## config.mk

```make
export PLATFORM = sky130hd
export DESIGN_NAME = branch_sequencer
export DESIGN_NICKNAME = d
export VERILOG_FILES = /design/src/rtl/branch_seq_pkg.sv /design/src/rtl/branch_sequencer_target.sv /design/src/rtl/branch_sequencer.sv
export SDC_FILE = /design/constraint.sdc
export NUM_CORES = 1
export LEC_CHECK = 0
export BUFFER_PORTS_ARGS = -buffer_cell sky130_fd_sc_hd__buf_2
export CORE_MARGIN = 4
export CORE_UTILIZATION = 53
export CTS_CLUSTER_DIAMETER = 100
export DETAILED_ROUTE_END_ITERATION = 6
export HOLD_SLACK_MARGIN = 0.03
export PLACE_DENSITY = 0.88
export SYNTH_ARGS = -nofsm -noshare
export SYNTH_HDL_FRONTEND = slang
export SYNTH_SLANG_ARGS = --single-unit
```

## constraint.sdc

```tcl
create_clock -name clk -period 10.1 [get_ports clk]
set_input_delay 2.02 -clock clk [delete_from_list [all_inputs] [get_ports clk]]
set_output_delay 2.02 -clock clk [all_outputs]
set_load 0.02 [all_outputs]
```

## src/rtl/branch_seq_pkg.sv

```systemverilog
// Shared constants and FSM state type for the control-transfer sequencer.
// Opcode, funct and REGIMM rt encodings for the MIPS branch and jump family.
package branch_seq_pkg;

    localparam logic [5:0] OP_SPECIAL = 6'b000000;
    localparam logic [5:0] OP_REGIMM  = 6'b000001;
    localparam logic [5:0] OP_J       = 6'b000010;
    localparam logic [5:0] OP_JAL     = 6'b000011;
    localparam logic [5:0] OP_BEQ     = 6'b000100;
    localparam logic [5:0] OP_BNE     = 6'b000101;
    localparam logic [5:0] OP_BLEZ    = 6'b000110;
    localparam logic [5:0] OP_BGTZ    = 6'b000111;

    localparam logic [5:0] FN_JR      = 6'b001000;
    localparam logic [5:0] FN_JALR    = 6'b001001;

    localparam logic [4:0] RT_BLTZ    = 5'b00000;
    localparam logic [4:0] RT_BGEZ    = 5'b00001;

    localparam logic [4:0] LINK_REG   = 5'd31;

    typedef enum logic [1:0] {
        ST_IDLE   = 2'd0,
        ST_EVAL   = 2'd1,
        ST_COMMIT = 2'd2
    } state_e;

endpackage

```

## src/rtl/branch_sequencer_target.sv

```systemverilog
// Combinational address generation: pc+4, branch target and jump target.
// All sums wrap modulo 2^32.
module pc_target_calc
    import branch_seq_pkg::*;
(
    input  logic [31:0] pc,
    input  logic [31:0] instr,
    output logic [31:0] pc4,
    output logic [31:0] br_target,
    output logic [31:0] j_target
);

    logic [31:0] br_off;
    logic        unused_op;

    assign unused_op = ^instr[31:26];

    assign pc4       = pc + 32'd4;
    assign br_off    = {{14{instr[15]}}, instr[15:0], 2'b00};
    assign br_target = pc4 + br_off;
    assign j_target  = {pc4[31:28], instr[25:0], 2'b00};

endmodule

```

## src/rtl/branch_sequencer.sv

```systemverilog
// Three-state branch/jump sequencer: latch operands, evaluate, commit PC.
// Every output comes straight from a flop; inputs only reach the _d logic.
module branch_sequencer
    import branch_seq_pkg::*;
#(
    parameter int CNT_W = 16
) (
    input  logic             clk,
    input  logic             rst,
    input  logic             start,
    input  logic [31:0]      instr,
    input  logic [31:0]      pc,
    input  logic [31:0]      rs_val,
    input  logic [31:0]      rt_val,
    input  logic             cmp_taken,
    output logic [31:0]      cmp_opa,
    output logic [31:0]      cmp_opb,
    output logic [5:0]       cmp_op,
    output logic [4:0]       cmp_funct,
    output logic [31:0]      pc_next,
    output logic             pc_we,
    output logic             link_we,
    output logic [4:0]       link_addr,
    output logic [31:0]      link_data,
    output logic             busy,
    output logic             done,
    output logic             illegal,
    output logic [CNT_W-1:0] taken_count
);

    state_e             state_q, state_d;
    logic [31:0]        instr_q, instr_d;
    logic [31:0]        pc_q, pc_d;
    logic [31:0]        rs_q, rs_d;
    logic [31:0]        rt_q, rt_d;
    logic [31:0]        pc_next_q, pc_next_d;
    logic               pc_we_q, pc_we_d;
    logic               link_we_q, link_we_d;
    logic [4:0]         link_addr_q, link_addr_d;
    logic [31:0]        link_data_q, link_data_d;
    logic               busy_q, busy_d;
    logic               done_q, done_d;
    logic               illegal_q, illegal_d;
    logic               taken_q, taken_d;
    logic [CNT_W-1:0]   count_q, count_d;

    logic [31:0]        pc4, br_tgt, j_tgt, target;
    logic               is_cond, is_jmp, is_jr, is_link, legal, take;
    logic [4:0]         lnk_addr;

    pc_target_calc u_tgt (
        .pc        (pc_q),
        .instr     (instr_q),
        .pc4       (pc4),
        .br_target (br_tgt),
        .j_target  (j_tgt)
    );

    // Classify the latched instruction and pick its target.
    always_comb begin
        is_cond  = 1'b0;
        is_jmp   = 1'b0;
        is_jr    = 1'b0;
        is_link  = 1'b0;
        lnk_addr = LINK_REG;
        case (instr_q[31:26])
            OP_BEQ, OP_BNE, OP_BLEZ, OP_BGTZ: is_cond = 1'b1;
            OP_REGIMM: is_cond = (instr_q[20:16] == RT_BLTZ) ||
                                 (instr_q[20:16] == RT_BGEZ);
            OP_J:   is_jmp = 1'b1;
            OP_JAL: begin
                is_jmp  = 1'b1;
                is_link = 1'b1;
            end
            OP_SPECIAL: begin
                if (instr_q[5:0] == FN_JR) begin
                    is_jr = 1'b1;
                end else if (instr_q[5:0] == FN_JALR) begin
                    is_jr    = 1'b1;
                    is_link  = 1'b1;
                    lnk_addr = instr_q[15:11];
                end
            end
            default: ;
        endcase
        legal  = is_cond | is_jmp | is_jr;
        take   = is_cond ? cmp_taken : (is_jmp | is_jr);
        target = is_jr ? rs_q : (is_jmp ? j_tgt : br_tgt);
    end

    // Next-state and registered-output logic for IDLE/EVAL/COMMIT.
    always_comb begin
        state_d     = state_q;
        instr_d     = instr_q;
        pc_d        = pc_q;
        rs_d        = rs_q;
        rt_d        = rt_q;
        pc_next_d   = pc_next_q;
        link_addr_d = link_addr_q;
        link_data_d = link_data_q;
        busy_d      = busy_q;
        taken_d     = taken_q;
        count_d     = count_q;
        pc_we_d     = 1'b0;
        link_we_d   = 1'b0;
        done_d      = 1'b0;
        illegal_d   = 1'b0;
        unique case (state_q)
            ST_IDLE: begin
                if (start) begin
                    instr_d = instr;
                    pc_d    = pc;
                    rs_d    = rs_val;
                    rt_d    = rt_val;
                    busy_d  = 1'b1;
                    state_d = ST_EVAL;
                end
            end
            ST_EVAL: begin
                pc_we_d     = 1'b1;
                done_d      = 1'b1;
                illegal_d   = ~legal;
                link_we_d   = is_link;
                link_data_d = pc4;
                taken_d     = legal & take;
                pc_next_d   = (legal & take) ? target : pc4;
                if (is_link) begin
                    link_addr_d = lnk_addr;
                end
                state_d = ST_COMMIT;
            end
            ST_COMMIT: begin
                busy_d = 1'b0;
                if (taken_q && (count_q != '1)) begin
                    count_d = count_q + CNT_W'(1);
                end
                state_d = ST_IDLE;
            end
            default: state_d = ST_IDLE;
        endcase
    end

    // State and output registers; reset aborts any in-flight transfer.
    always_ff @(posedge clk or posedge rst) begin
        if (rst) begin
            state_q     <= ST_IDLE;
            instr_q     <= '0;
            pc_q        <= '0;
            rs_q        <= '0;
            rt_q        <= '0;
            pc_next_q   <= '0;
            pc_we_q     <= 1'b0;
            link_we_q   <= 1'b0;
            link_addr_q <= '0;
            link_data_q <= '0;
            busy_q      <= 1'b0;
            done_q      <= 1'b0;
            illegal_q   <= 1'b0;
            taken_q     <= 1'b0;
            count_q     <= '0;
        end else begin
            state_q     <= state_d;
            instr_q     <= instr_d;
            pc_q        <= pc_d;
            rs_q        <= rs_d;
            rt_q        <= rt_d;
            pc_next_q   <= pc_next_d;
            pc_we_q     <= pc_we_d;
            link_we_q   <= link_we_d;
            link_addr_q <= link_addr_d;
            link_data_q <= link_data_d;
            busy_q      <= busy_d;
            done_q      <= done_d;
            illegal_q   <= illegal_d;
            taken_q     <= taken_d;
            count_q     <= count_d;
        end
    end

    assign cmp_opa     = rs_q;
    assign cmp_opb     = rt_q;
    assign cmp_op      = instr_q[31:26];
    assign cmp_funct   = instr_q[20:16];
    assign pc_next     = pc_next_q;
    assign pc_we       = pc_we_q;
    assign link_we     = link_we_q;
    assign link_addr   = link_addr_q;
    assign link_data   = link_data_q;
    assign busy        = busy_q;
    assign done        = done_q;
    assign illegal     = illegal_q;
    assign taken_count = count_q;

endmodule

```

# After elaboration in Yosys (flattened, before gate mapping)
# Index checks and enable logic that the tools add are counted.
op_classes:
  add_sub_neg: 3
  eq_ne: 14
  mux: 21
  n_bitwise: 5
  reduce_logical: 12
op_table:
  columns: ["operator", "n"]
  rows:
  - ["$mux W32", 3]
  - ["$add A32 B3 Y32 const B", 1]
  - ["$add A32 B32 Y32", 1]
  - ["$eq A6 B3 Y1 const B", 4]
  - ["$add A16 B1 Y16 const B", 1]
  - ["$ne A16 B16 Y1 const B", 1]
  - ["$mux W5", 3]
  - ["$eq A6 B2 Y1 const B", 2]
  - ["$eq A6 B4 Y1 const B", 2]
  - ["$mux W1", 10]
  - ["$reduce_and A2 Y1", 4]
  - ["$eq A6 B1 Y1 const B", 1]
  - ["$logic_not A6 Y1", 1]
  - ["$pmux W1 S2", 3]
  - ["$eq A5 B1 Y1 const B", 1]
  - ["$logic_not A5 Y1", 1]
  - ["$pmux W2 S2", 1]
  - ["$reduce_or A4 Y1", 1]
  - ["$or A1 B1 Y1", 3]
  - ["$eq A2 B1 Y1 const B", 1]
  - ["$eq A2 B2 Y1 const B", 1]
  - ["$logic_not A2 Y1", 1]
  - ["$mux W2", 1]
  - ["$ne A2 B2 Y1 const B", 1]
  - ["6 further kinds", 6]
totals:
  regBits: 220
  in_bits: 132
  out_inout_bits: 165
  word_cells: 69

# Logic depth before layout (Yosys ltp)
# Gate-level depths: netlist (run 1).
logic_depth:
  word_depth: 8
  depth_mapped: 17
  depth_no_buf: 17

# Cells and area by module
# Synthesis (run 1) repeated with hierarchy kept, for this count alone.
hier_totals:
  cells_unflattened: 1087
  area_unflattened_um2: 11746.3
by_module_without_submodules:
  columns: ["module", "n_inst", "cells_each", "area_per_inst_um2", "seq_area_each_um2"]
  rows:
  - ["branch_sequencer", 1, 750, 9292.7, 5505.3]
  - ["pc_target_calc", 1, 337, 2453.6, 0.0]

# Worst setup path after synthesis (run 1)
# OpenSTA, ideal clock, no wires.
synth_path:
  path_kind: "input -> register"
  startpoint: "input port start"
  endpoint: "register rs_q[0] (netlist: cmp_opa[0])"
  setup_ps: 125
  arrival_ps: 3444
  path_slack_ps: 6532
  cell_stages: 4
  cell_sequence: "nor3b_1 > clkbuf_1 > clkbuf_1 > mux2_2"
synth_via:
  elab_chain_len: 1
synth_lines:
  columns: ["element", "line_no", "rtl"]
  rows:
  - ["start, declared", "branch_sequencer.sv:10", "input logic start,"]
  - ["$reduce_and A2 Y1 (no line)", null, null]
  - ["end signal, assigned", "branch_sequencer.sv:165", "rs_q <= rs_d;"]
  - ["end, declared", "branch_sequencer.sv:34", "logic [31:0] rs_q, rs_d;"]
# No other way between the ends.
# A chain may end at the register's enable or synchronous reset.

# Worst setup path in the final report (run 1)
layout_path:
  startpoint: "register pc_q[4]"
  endpoint: "register pc_next_q[28] (netlist: pc_next[28])"
layout_via:
  elab_chain_len: 5
layout_lines:
  columns: ["element", "line_no", "rtl"]
  rows:
  - ["start, declared", "branch_sequencer.sv:33", "logic [31:0] pc_q, pc_d;"]
  - ["start signal, assigned", "branch_sequencer.sv:164", "pc_q <= pc_d;"]
  - ["$add A32 B3 Y32", "branch_sequencer_target.sv:18", "assign pc4 = pc + 32'd4;"]
  - ["via pc4[13]", "branch_sequencer.sv:47", "logic [31:0] pc4, br_tgt, j_tgt, target;"]
  - ["$add A32 B32 Y32", "branch_sequencer_target.sv:20", "assign br_target = pc4 + br_off;"]
  - ["$mux W32 (2 in series)", "branch_sequencer.sv:88", "target = is_jr ? rs_q : (is_jmp ? j_tgt : br_tgt);"]
  - ["$mux W32", "branch_sequencer.sv:126", "pc_next_d = (legal & take) ? target : pc4;"]
  - ["end signal, assigned", "branch_sequencer.sv:167", "pc_next_q <= pc_next_d;"]
  - ["end, declared", "branch_sequencer.sv:36", "logic [31:0] pc_next_q, pc_next_d;"]
# The timed path passes the listed nets, and every way through them passes these cells.

==> out/results.ini, run 1 <==
[floorplan]
dieArea_um2 = 23400
fp-row-count = 52
dieHeight_um = 153
core_area_um2 = 20400
start_util = 0.545
io_pins = 297
die_w_um = 153

[clocking]
path_clk_slew_ps = 60
insertion_delay_ps = 530
h-tree-depth = 1
cts_tree = yes
cts_made_buffers = 23
cts.repair.resized = 0
post_cts_buffers = 0
cts_buffer_depth = 3
cts_root_buffer = clkbuf_16
clkSinkCount = 220
holdBufCountCts = 0

[worst_setup_path]
end_kind = flop
cp.arrival_ps = 4540
crit_top_cell = and3_1
slowest_stage = xnor2_1
crit_chain = and3_1 > and3_1 > nand2_1 > nor2_1 > nand3_1 > xnor2_1 > ha_1 > and2_4 > a221o_1 > a31oi_4 > o31ai_4 > a2111oi_4 > a211oi_2 > a221oi_2 > xor2_1 > o22ai_1
crit_required_ps = 10490
startpoint_type = flop
critPathMaxStageDelay_ps = 460
crit_path_max_fanout = 6
critPathKind = flop to flop

[layout]
fin_util = 0.665
drive_gt1_frac = 0.369
layout.nets = 1474
area_growth_pct = 21.9

[sta]
report.final.slew_viol_count = 0
tns_ps = 0
finalHoldViolations = 0
finalSetupViolations = 0
period_minus_slack_ps = 4150
max_freq_mhz = 241
tightest_slew_ps = 1020
max-slew-margin-rel = 0.318
fin_worst_skew_ps = 12.4
fin_crit_sh = 0.411
setup_slack_ps = 5950
rsz0062_at_grt = false

[global_route]
grt_max_degree = 144
grt_pass1_vias = 9372
antenna_found_initial = 2
grtUsageTotal = 0.270
grt-ovfl-total = 0
grt_pass1_wl_um = 51300

[detailed_routing]
final_antenna_net_count = 0
vias_per_cell = 5.82
drtIter0Drc = 787
drc_errors = 0
drt-pass1-iter-count = 5
routed_wl_um = 32400
vias = 9256
wl_per_cell_um = 20.4

[yosys]
async_flop_share = 1.00
synth_largest_area_cell = dfrtp_1
netlist_area_um2 = 11100
yosysWarnings = 0
synth_top_area_share = 0.494
syn_area_per_cell_um2 = 10.8
seq_area_frac_synth = 0.494
synth_nets = 1202
syn_inst = 1032
yosysUniqueCellTypes = 64
synth_ff_type = dfrtp_1
ys_top_cells_by_area = dfrtp_1 (49%), mux2_2 (13%), nand2_1 (5.2%), ha_1 (4.2%), xnor2_1 (3.3%)
synth_most_common_cell = dfrtp_1
synth_edf_count = 0
ys_seq_elements = 220
synth_common_cells = dfrtp_1 (220), nand2_1 (154), mux2_2 (127)

[placed_design]
gp_congestion = 1.01
io_buffer_count = 296
hpwl_um = 23700
dp_slack_ps = 6030

[status]
outcome = completed

[run]
cap_violations = 0

[hold_path]
hold_class = flop to flop

[pwr]
ir_drop_mv = 0.176
powerDensity_nw_per_um2 = 294
p_leak_nw = 6.50

-- area by class of cell --
cell class	count	area, um2
inverter	20	82.6
tap	270	338
clock buffer	27	621
fill	1597	6850
timing repair buffer	303	1530
clock inverter	12	194
antenna	2	5.00
sequential	220	5510
multi-input combinational	736	5300
-- power by group --
group	internal, mW	switching, mW	leakage (nW)	total, mW
clock network	0.565	0.353	0.397	0.918
registers	1.15	0.226	2.64	1.38
logic	0.674	1.03	3.46	1.70
total	2.39	1.61	6.50	3.99
-- cells in the final DEF (no fill, tap or decap), types with 24 or more instances in the layout --
cell type / n
xor2_1: 25
nand2_1: 154
nor2_1: 44
a21oi_1: 37
mux2_2: 127
nand3_1: 28
ha_1: 37
dfrtp_1: 220
buf_2: 296
xnor2_1: 42
a21o_1: 24
o21ai_0: 50
-- logic make-up after synthesis --
kind of cell | synth area share
compound gates | 0.131
xor+xnor | 0.0527
fa+ha+maj | 0.0434
buf+inv | 0.0310
flops | 0.494
mux | 0.129
simple gates | 0.118
-- sequential cells by signal (all words and copies together), names as in the netlist, 5 cells and up --
| register | cells |
|---|---|
| cmp_opa | 32 |
| cmp_opb | 32 |
| instr_q | 32 |
| link_data | 32 |
| pc_next | 32 |
| pc_q | 32 |
| taken_count | 16 |
| link_addr | 5 |
-- critical path: cells and delay by family (launching register included) --
family                     cells  cell delay [ps]
xor gates and xnor gates       2              620
adders and majority gates      1              350
AOI/OAI and AO/OA              7             1490
DFF                            1              400
and+or+nand+nor                6             1170
-- through the flow --
| step | hold slack [ps] | power, mW | instances | instance area [um2] |
|---|---|---|---|---|
| after global placement | 455 | 3.02 | 1549 | 12800 |
| after floorplan | 447 | 2.53 | 1032 | 11100 |
| final | 466 | 3.99 | 1590 | 13600 |
| after CTS | 474 | 4.00 | 1588 | 13600 |
| after global routing | 479 | 4.22 | 1589 | 13600 |
| after detailed placement | 459 | 3.06 | 1549 | 12800 |
-- final timing paths --
kind                                            from                         end  slack [ps]  cells past startpoint
max                              pc_q[4]$_DFFE_PP0P_     pc_next[28]$_DFFE_PP0P_        5950                     16
min reg2reg                link_data[22]$_DFFE_PP0P_   link_data[22]$_DFFE_PP0P_         470                      2
max in group asynchronous                        rst  taken_count[8]$_DFFE_PP0P_        6790                      3
min in group asynchronous                        rst      cmp_opb[0]$_DFFE_PP0P_        1710                      2
min                        link_data[22]$_DFFE_PP0P_   link_data[22]$_DFFE_PP0P_         470                      2
max reg2reg                      pc_q[4]$_DFFE_PP0P_     pc_next[28]$_DFFE_PP0P_        5950                     16
-- routing by layer --
layer / track usage / vias to the layer above / wire [um]
met5: 0 / - / 6
met2: 0.435 / 450 / 14900
li1: - / 4239 / -
met1: 0.365 / 4480 / 13400
met4: 0.0899 / 2 / 1160
met3: 0.0625 / 85 / 3010
No activity file was read; power rests on OpenSTA's default activity.
==> run 2: changes to the inputs <==
--- a/config.mk
+++ b/config.mk
@@ -7,11 +7,11 @@
 export LEC_CHECK = 0
 export BUFFER_PORTS_ARGS = -buffer_cell sky130_fd_sc_hd__buf_2
 export CORE_MARGIN = 4
-export CORE_UTILIZATION = 53
+export CORE_UTILIZATION = 48
 export CTS_CLUSTER_DIAMETER = 100
 export DETAILED_ROUTE_END_ITERATION = 6
 export HOLD_SLACK_MARGIN = 0.03
-export PLACE_DENSITY = 0.88
+export PLACE_DENSITY = 0.85
 export SYNTH_ARGS = -nofsm -noshare
 export SYNTH_HDL_FRONTEND = slang
 export SYNTH_SLANG_ARGS = --single-unit
==> constraint.sdc (replaced) <==
create_clock -name clk -period 3.4 [get_ports clk]
set_input_delay 0.68 -clock clk [delete_from_list [all_inputs] [get_ports clk]]
set_output_delay 0.68 -clock clk [all_outputs]
set_load 0.02 [all_outputs]
==> out/results.ini, run 2 (synthesis gave the netlist of run 1 again) <==
[placed_design]
gp_congestion = 0.992  ; -1.7%
dp_slack_ps = -158  ; -6190 ps
hpwl_um = 25800  ; +9.0%
io_buffer_count = 296  ; unchanged

[clocking]
holdBufCountCts = 0  ; unchanged
insertion_delay_ps = 530  ; about the same
cts_made_buffers = 24  ; +4.3%
path_clk_slew_ps = 60  ; about the same
cts_buffer_depth = 3  ; unchanged
cts_root_buffer = clkbuf_16
clkSinkCount = 220  ; unchanged
h-tree-depth = 1  ; unchanged
cts_tree = yes

[layout]
final_common_cell = buf_2
drive_gt1_frac = 0.455  ; +0.0862
layout.nets = 1576  ; +6.9%
diodes = 0  ; -2
fin_util = 0.653  ; -0.0116
area_growth_pct = 33.1
final_cell_mix = buf_2 (296), dfrtp_1 (219), nand2_1 (153), mux2_2 (127), buf_4 (103)

[global_route]
grt_pass1_vias = 9824  ; +4.8%
grt_max_degree = 119  ; -17%
antenna_found_initial = 0  ; -2
grt-ovfl-total = 0  ; unchanged
grt_pass1_wl_um = 53800  ; +4.8%
grtUsageTotal = 0.258  ; -0.0120

[worst_setup_path]
r2r_start = pc_q[5]$_DFFE_PP0P_
critPathMaxStageDelay_ps = 360  ; -100 ps
critPathBufInv = 1  ; +1
slowest_stage = dfrtp_1
crit_top_cell = and3_4
worstSetupPathDepth = 16  ; unchanged
crit_required_ps = 3790  ; -6700 ps
crit_chain = and3_4 > and3_4 > nand2_4 > nor2_4 > buf_6 > xor2_4 > ha_4 > a21o_1 > a221o_1 > a31oi_4 > o31ai_4 > a2111oi_4 > a211oi_2 > a221oi_2 > xor2_1 > o22ai_1
worstRegToRegCells = 16  ; unchanged
startpoint_type = flop
cp.arrival_ps = 3800  ; -740 ps
cp_top_family = compound AO/OA/AOI/OAI gates
end_kind = flop
crit_path_max_fanout = 4  ; -2
reg2reg_to = pc_next[28]$_DFFE_PP0P_
critPathKind = flop to flop
r2r_slack_ps = -7  ; -5960 ps

[sta]
fin_worst_skew_ps = 24.3  ; +11.8 ps
setup_slack_ps = -7.02  ; -5960 ps
max-slew-margin-rel = 0.466  ; +0.148
report.final.slew_viol_count = 0  ; unchanged
max_freq_mhz = 294  ; +22%
tightest_slew_ps = 801  ; -222 ps
period_minus_slack_ps = 3410  ; -744 ps
fin_crit_sh = 1.00  ; +0.591
finalHoldViolations = 0  ; unchanged
finalSetupViolations = 1  ; +1
rsz0062_at_grt = true

[floorplan]
io_pins = 297  ; unchanged
start_util = 0.490  ; -0.0547
dieHeight_um = 160  ; +4.8%
die_w_um = 160  ; +4.8%
fp-row-count = 55  ; +5.8%
core_area_um2 = 22700  ; +11%
dieArea_um2 = 25700  ; +9.9%

[run]
cap_violations = 0  ; unchanged

[detailed_routing]
routed_wl_um = 34400  ; +6.2%
vias_per_cell = 5.65  ; -2.9%
drt-pass1-iter-count = 7  ; +2
drtIter0Drc = 965  ; +23%
drc_errors = 10  ; +10
wl_per_cell_um = 20.2  ; -0.99%
final_antenna_net_count = 0  ; unchanged
vias = 9638  ; +4.1%

[pwr]
ir_drop_mv = 0.614  ; +250%
seq_power_share = 0.318  ; -0.026
power_mw = 12.7  ; +220%
intPower_mw = 7.61  ; +220%
p_sw_mw = 5.07  ; +220%
p_comb_frac = 0.474  ; +0.048
p_clk_frac = 0.207  ; -0.023
p_leak_nw = 7.11  ; +9.4%
powerDensity_nw_per_um2 = 855  ; +190%
p_sw_frac = 0.400  ; -0.00223

[hold_path]
hold_class = input pin to asynchronous set/reset pin

[status]
violations = DRC, setup timing
outcome = finished with violations

run 2: cell count changes in the layout (fill, tap and decap cells not counted), sizes merged, moves of 2 or more:
cell	previous run	this run
inv	21	19
clkbuf	27	35
buf	303	404
diode	2	0
bufinv	5	2
run 2: metrics by stage:
step	hold slack, ps	area (um2)	std cells	TNS, ps
after floorplan	447	11200	1032	-32610
after global placement	453	13500	1655	-285
after detailed placement	457	13500	1655	-762
after CTS	38.5	14500	1698	-23.5
after global routing	42.0	14800	1705	-400
final	51.9	14800	1705	-7.02
run 2: final cells by class:
type / instances / area [um2]
Fill cell: 1782 / 7880
Inverter: 20 / 78.8
Timing Repair Buffer: 404 / 2350
Clock inverter: 5 / 86.3
Multi-Input combinational cell: 736 / 5740
Tap cell: 285 / 357
Sequential cell: 220 / 5510
Clock buffer: 35 / 712
run 2: how the worst max path moves through the flow:
stage / startpoint / endpoint / slack [ps]
global route: pc_q[6]$_DFFE_PP0P_ / pc_next[28]$_DFFE_PP0P_ / -140
floorplan: rst / busy$_DFFE_PP0P_ / -150
global placement: pc_q[2]$_DFFE_PP0P_ / pc_next[19]$_DFFE_PP0P_ / -140
CTS: pc_q[5]$_DFFE_PP0P_ / pc_next[28]$_DFFE_PP0P_ / -20
finish: pc_q[5]$_DFFE_PP0P_ / pc_next[28]$_DFFE_PP0P_ / -7
detailed placement: pc_q[5]$_DFFE_PP0P_ / pc_next[15]$_DFFE_PP0P_ / -160
run 2: timing repair:
action,CTS,global route
hold endpoints to repair,0,0
pin swaps,18,27
setup endpoints to repair,12,18
buffers inserted,3,7
resized for setup,27,47
run 2: worst register-to-register path, delay by kind of cell (launching register included):
kind | cells | cell delay (ps)
compound gates | 8 | 1550
simple gates | 4 | 620
xor+xnor | 2 | 380
flops | 1 | 360
fa+ha+maj | 1 | 230
buf+inv | 1 | 140
run 2: power by group through the flow:
stage	Combinational [mW]	Sequential [mW]	Clock, mW
final	6.01	4.04	2.63
after global routing	6.47	4.14	2.79
after CTS	5.77	4.02	2.67
after detailed placement	5.65	4.05	0
after global placement	5.56	4.01	0
after floorplan	2.84	4.68	0
run 2: layer usage:
metal | share of wire | wire [um] | vias up | GRT usage
met1 | 0.42 | 14300 | 4690 | 0.359
li1 | - | - | 4422 | -
met5 | 0 | 0 | - | 0
met3 | 0.095 | 3260 | 63 | 0.0603
met2 | 0.46 | 15900 | 463 | 0.411
met4 | 0.026 | 910 | 0 | 0.0692
